--- src/rtl/writeback_pkg.sv ---
// Shared pipeline definitions used by the writeback stage: result-select
// encodings, the writeback FSM state encoding and exception cause codes.
package writeback_pkg;

  localparam int unsigned XLEN       = 32;
  localparam int unsigned REG_AW     = 5;
  localparam int unsigned CSR_AW     = 12;
  localparam int unsigned CAUSE_W    = 4;
  localparam int unsigned INSTRET_W  = 64;

  // Which candidate result is written to the register file.
  typedef enum logic [1:0] {
    WB_SEL_ALU     = 2'b00,
    WB_SEL_CSR     = 2'b01,
    WB_SEL_LOAD    = 2'b10,
    WB_SEL_NEXT_PC = 2'b11
  } wb_sel_e;

  // Writeback FSM: normal retirement, or asleep after a WFI.
  typedef enum logic {
    WB_ST_RUN   = 1'b0,
    WB_ST_SLEEP = 1'b1
  } wb_state_e;

  // Synchronous exception causes reported on trap_cause.
  localparam logic [CAUSE_W-1:0] ECAUSE_INSTR_MISALIGNED = 4'd0;
  localparam logic [CAUSE_W-1:0] ECAUSE_INSTR_FAULT      = 4'd1;
  localparam logic [CAUSE_W-1:0] ECAUSE_ILLEGAL_INSTR    = 4'd2;
  localparam logic [CAUSE_W-1:0] ECAUSE_BREAKPOINT       = 4'd3;
  localparam logic [CAUSE_W-1:0] ECAUSE_LOAD_MISALIGNED  = 4'd4;
  localparam logic [CAUSE_W-1:0] ECAUSE_LOAD_FAULT       = 4'd5;
  localparam logic [CAUSE_W-1:0] ECAUSE_STORE_MISALIGNED = 4'd6;
  localparam logic [CAUSE_W-1:0] ECAUSE_STORE_FAULT      = 4'd7;
  localparam logic [CAUSE_W-1:0] ECAUSE_ECALL_M          = 4'd11;

  // Pick the register-file write value for a given select code.
  function automatic logic [XLEN-1:0] select_result(
    input logic [1:0]      sel,
    input logic [XLEN-1:0] alu_data,
    input logic [XLEN-1:0] csr_data,
    input logic [XLEN-1:0] load_data,
    input logic [XLEN-1:0] next_pc
  );
    logic [XLEN-1:0] result;
    case (wb_sel_e'(sel))
      WB_SEL_ALU:     result = alu_data;
      WB_SEL_CSR:     result = csr_data;
      WB_SEL_LOAD:    result = load_data;
      WB_SEL_NEXT_PC: result = next_pc;
      default:        result = alu_data;
    endcase
    return result;
  endfunction

endpackage

--- src/rtl/writeback_retire_counter.sv ---
// Free-running retired-instruction counter: counts enabled cycles and wraps
// from all-ones back to zero.
module retire_counter
  import writeback_pkg::*;
(
  input  logic                 clk,
  input  logic                 reset,
  input  logic                 enable,
  output logic [INSTRET_W-1:0] count
);

  // Count register: clear on reset, otherwise advance on each enabled cycle.
  // NOTE: sequential state is always written with non-blocking assignments so
  // every flop samples pre-edge values regardless of block evaluation order.
  always_ff @(posedge clk) begin
    if (reset) begin
      count <= '0;
    end else if (enable) begin
      count <= count + INSTRET_W'(1);
    end
  end

endmodule

--- src/rtl/writeback.sv ---
// Writeback stage: selects the register-file result, issues CSR writes,
// raises traps and mret strobes, counts retirements and sleeps on WFI until
// an enabled interrupt is pending.
module writeback
  import writeback_pkg::*;
(
  input  logic                 clk,
  input  logic                 reset,
  input  logic [XLEN-1:0]      pc_in,
  input  logic [XLEN-1:0]      next_pc_in,
  input  logic [XLEN-1:0]      alu_data_in,
  input  logic [XLEN-1:0]      csr_data_in,
  input  logic [XLEN-1:0]      load_data_in,
  input  logic [1:0]           write_select_in,
  input  logic [REG_AW-1:0]    rd_address_in,
  input  logic [CSR_AW-1:0]    csr_address_in,
  input  logic                 csr_write_in,
  input  logic                 mret_in,
  input  logic                 wfi_in,
  input  logic                 valid_in,
  input  logic                 exception_in,
  input  logic [CAUSE_W-1:0]   ecause_in,
  input  logic                 interrupt_pending,
  output logic [REG_AW-1:0]    rd_write_address,
  output logic [XLEN-1:0]      rd_write_data,
  output logic                 csr_write_enable,
  output logic [CSR_AW-1:0]    csr_write_address,
  output logic [XLEN-1:0]      csr_write_data,
  output logic                 trap,
  output logic                 mret_taken,
  output logic [CAUSE_W-1:0]   trap_cause,
  output logic [XLEN-1:0]      trap_pc,
  output logic                 wfi_stall,
  output logic                 retired,
  output logic [INSTRET_W-1:0] instret
);

  wb_state_e state;
  wb_state_e state_next;
  logic      running;
  logic      commit;
  logic      trap_now;

  // Slot qualification: only a valid slot in RUN can commit or trap, and an
  // exception always wins over a normal commit.
  always_comb begin
    running  = (state == WB_ST_RUN);
    commit   = valid_in && !exception_in && running;
    trap_now = valid_in &&  exception_in && running;
  end

  // State register; reset forces RUN over any concurrent WFI or wake-up.
  always_ff @(posedge clk) begin
    if (reset) begin
      state <= WB_ST_RUN;
    end else begin
      state <= state_next;
    end
  end

  // Next-state logic: sleep on a committed WFI with nothing pending, wake on
  // the first cycle an enabled interrupt is seen.
  // NOTE: every signal written here gets a default first, so no path leaves
  // it unassigned and no latch is inferred.
  always_comb begin
    state_next = state;
    case (state)
      WB_ST_RUN: begin
        if (commit && wfi_in && !interrupt_pending) begin
          state_next = WB_ST_SLEEP;
        end
      end
      WB_ST_SLEEP: begin
        if (interrupt_pending) begin
          state_next = WB_ST_RUN;
        end
      end
      default: state_next = WB_ST_RUN;
    endcase
  end

  // Register-file and CSR write port; address 0 means no register write.
  always_comb begin
    rd_write_data     = select_result(write_select_in, alu_data_in, csr_data_in,
                                      load_data_in, next_pc_in);
    rd_write_address  = commit ? rd_address_in : '0;
    csr_write_enable  = commit && csr_write_in;
    csr_write_address = csr_address_in;
    csr_write_data    = alu_data_in;
  end

  // Control strobes toward the CSR unit, fetch and hazard logic.
  always_comb begin
    trap       = trap_now;
    trap_cause = ecause_in;
    trap_pc    = pc_in;
    mret_taken = commit && mret_in;
    retired    = commit;
    wfi_stall  = (state == WB_ST_SLEEP);
  end

  retire_counter u_retire_counter (
    .clk    (clk),
    .reset  (reset),
    .enable (commit),
    .count  (instret)
  );

endmodule

--- config.mk ---
export PLATFORM = sky130hd
export DESIGN_NAME = writeback
export DESIGN_NICKNAME = d
export VERILOG_FILES = /design/src/rtl/writeback_pkg.sv /design/src/rtl/writeback_retire_counter.sv /design/src/rtl/writeback.sv
export SDC_FILE = /design/constraint.sdc
export NUM_CORES = 1
export LEC_CHECK = 0
export BUFFER_PORTS_ARGS = -buffer_cell sky130_fd_sc_hd__clkbuf_2
export CORE_AREA = 2 2 145 147
export CTS_CLUSTER_SIZE = 8
export DETAILED_ROUTE_END_ITERATION = 6
export DIE_AREA = 0 0 147 149
export PLACE_DENSITY_LB_ADDON = 0.08
export SYNTH_ARGS = -nofsm -noshare
export SYNTH_HDL_FRONTEND = slang
export SYNTH_SLANG_ARGS = --single-unit
--- constraint.sdc ---
create_clock -name clk -period 2.6 [get_ports clk]
set_input_delay 0.39 -clock clk [delete_from_list [all_inputs] [get_ports clk]]
set_output_delay 0.39 -clock clk [all_outputs]
set_load 0.005 [all_outputs]
==> run metrics <==
largest net degree at the start of global routing=33; Fin Clk Skew=approximately 7.0 ps; GP Congestion=0.8476; Chip Height=149 um; Top FF cell, synth=dfxtp_1; crit end category=flip-flop; clock network fraction of total power=0.445; Post-synth EDFFs=0; WHS=218.9 ps; status=complete, no violations; global-route wire length before repair=29430 um; clock buffer depth=2; CTS clk-pin slew, worst paths=50 ps; Synth Instances=around 540; Netlist cell types=44; CTS tree=built; critical-path cell list=nand4_1 -> or4_1 -> or3_1 -> or3_1 -> a21oi_1; Port Buffers=between 200 and 300; initial antenna violation count=0; IO Count=377; switching share of power=0.2548; drt first pass iters=4; crit-path max FO=7; async set-reset flop share out of synthesis=0; Avg Synthesized Cell Area=8.765 um^2; Final Hold Viols=0; Chip Width=147 um; cts repair resizes=0; maximum cell stage delay along the critical path=around 760 ps; startpoint types=flip-flop; worst hold path depth=2; Leak=2.747 nW; post-layout min period=between 2000 and 2500 ps; Fmax achieved=0.4189 GHz; DRT antenna net count=0; Critical-path top delay cell=or4_1; CTS Sinks=65; Ys Warns=0; pwr/cell area=393.6 nW/um^2; fraction of layout cells with a size suffix above 1=0.5019; Int Pwr=0.001883 W; WS Path Type=flip-flop to flip-flop; R2R depth=5; CP startpoint=u_retire_counter.count[42]; grt ovf=0; # H-tree levels=3; Core ar.=20560 um^2; num rows=53; # DRC=0; Seq pwr share=0.396; final setup fails=0; final worst setup slack=213.0 ps; Hold WC Path Type=primary input to flip-flop; period utilization=0.9181; 1st-iter DRT viols=202; synthesized cell area=4707 um^2; register area share after synthesis=0.2764; fin nets=969; Worst path most repeated cell=or3_1; Max-cap violations=0; RSZ-0062 raised after global routing=false; Required @ worst endpoint=2870 ps; reg-to-reg startpoint=u_retire_counter.count[42]; Sw Pwr=0.0006438 W; area grow syn2layout=36.42%; die area=21900 um^2; clock latency at the later pin of the worst-skew pair=about 350 ps; drt total wl=20330 um; setup_tns=0 ps; vias=5063; Root Buffer=clkbuf_16; Avg WL per Cell=slightly below 20 um; CP Data Arrival Time=2650 ps; Starting Density=0.2290; Vias/cell=approximately 4.8; Slew Limit Fails=0; peak supply drop=297.9 uV; Synth Register Bits=65; commonest non-fill, non-tap cells in the layout=clkbuf_2, dfxtp_1, nor2_1; GRT Resource Usage Total=0.1784; Worst-Margin Slew=approximately 570 ps; vias in the first global route=between 4k and 5k; Post-CTS Setup Bufs=0; detailed placement HPWL=around 17000 um; CTS buffer count=9; hold_buf cts=0; pre-CTS setup slack=10.55 ps; hold_sp=interrupt_pending; most common cell after layout, fill and taps aside=clkbuf_2; ant diodes=0; combinational share of power=0.159; Net Count, Synth=729; max_slew headroom=0.6152
-- power by group through the flow --
stage	clock network (W)	registers (W)	logic [W]
finish	0.00113	0.00100	0.000401
global route	0.00120	0.00100	0.000429
CTS	0.00116	0.00100	0.000405
detailed placement	0	0.00102	0.000404
global placement	0	0.00102	0.000401
floorplan	0	0.00102	0.000249
-- per-layer routing --
metal,track usage,wire length (um)
met1,0.2182,8371
met2,0.3075,9994
met3,0.04679,1627
met4,0.05721,339
met5,0,0
-- area by class of cell --
type	count	area [um^2]
fillers	2264	14140
multi-input cells	357	2675
repair buffers	329	1782
flip-flops and latches	65	1301
well taps	275	344.1
clock buffers	11	242.7
inverters	15	56.30
clock inverters	4	20.02
-- cells in the mapped netlist (11+ instances only) --
master / n / share of area
nor4_1: 15 / 0.020
o21ai_0: 19 / 0.020
a21oi_1: 29 / 0.031
inv_1: 14 / 0.011
nor2_1: 51 / 0.041
mux4_2: 32 / 0.15
or4_1: 11 / 0.018
or3_1: 15 / 0.020
nand2_1: 28 / 0.022
xnor2_1: 13 / 0.024
xor2_1: 18 / 0.033
clkbuf_1: 15 / 0.012
buf_4: 80 / 0.13
nand3_1: 33 / 0.035
dfxtp_1: 65 / 0.28
nand4_1: 29 / 0.039
-- worst max-delay path: cells and delay by family, from the launching register on --
kind             cells  cell delay, ps
AND/OR/NAND/NOR      4            1740
flip-flops           1             430
AO/OA/AOI/OAI        1             140
-- state kept, by name (all words and copies together), names as in the netlist --
signal	cells
u_retire_counter.count	64
wfi_stall	1
-- path summary, 6_finish.rpt --
check                          endpoint  slack (ps)
min reg2reg  u_retire_counter.count[52]         520
max          u_retire_counter.count[61]         210
min                           wfi_stall         220
max reg2reg  u_retire_counter.count[61]         210
-- cell families after synthesis --
kind of cell               count (synthesis)  share of synthesized area
and+or+nand+nor                          229                     0.2746
buffers and inverters                    115                     0.1571
DFF                                       65                     0.2764
AOI/OAI and AO/OA                         63                    0.07602
muxes                                     33                     0.1555
xor gates and xnor gates                  31                    0.05768
adders and majority gates                  1                   0.002658
-- stage by stage --
step / total power (W) / std cells / area (um^2) / util
3_5_place_dp: 0.001426 / 1041 / 6150 / 0.2991
6_report: 0.002527 / 1056 / 6421 / 0.3124
3_3_place_gp: 0.001423 / 1041 / 6150 / 0.2991
4_1_cts: 0.002569 / 1056 / 6412 / 0.3119
5_1_grt: 0.002626 / 1056 / 6421 / 0.3124
2_1_floorplan: 0.001273 / 537 / 4707 / -
No activity file was read; power rests on OpenSTA's default activity.
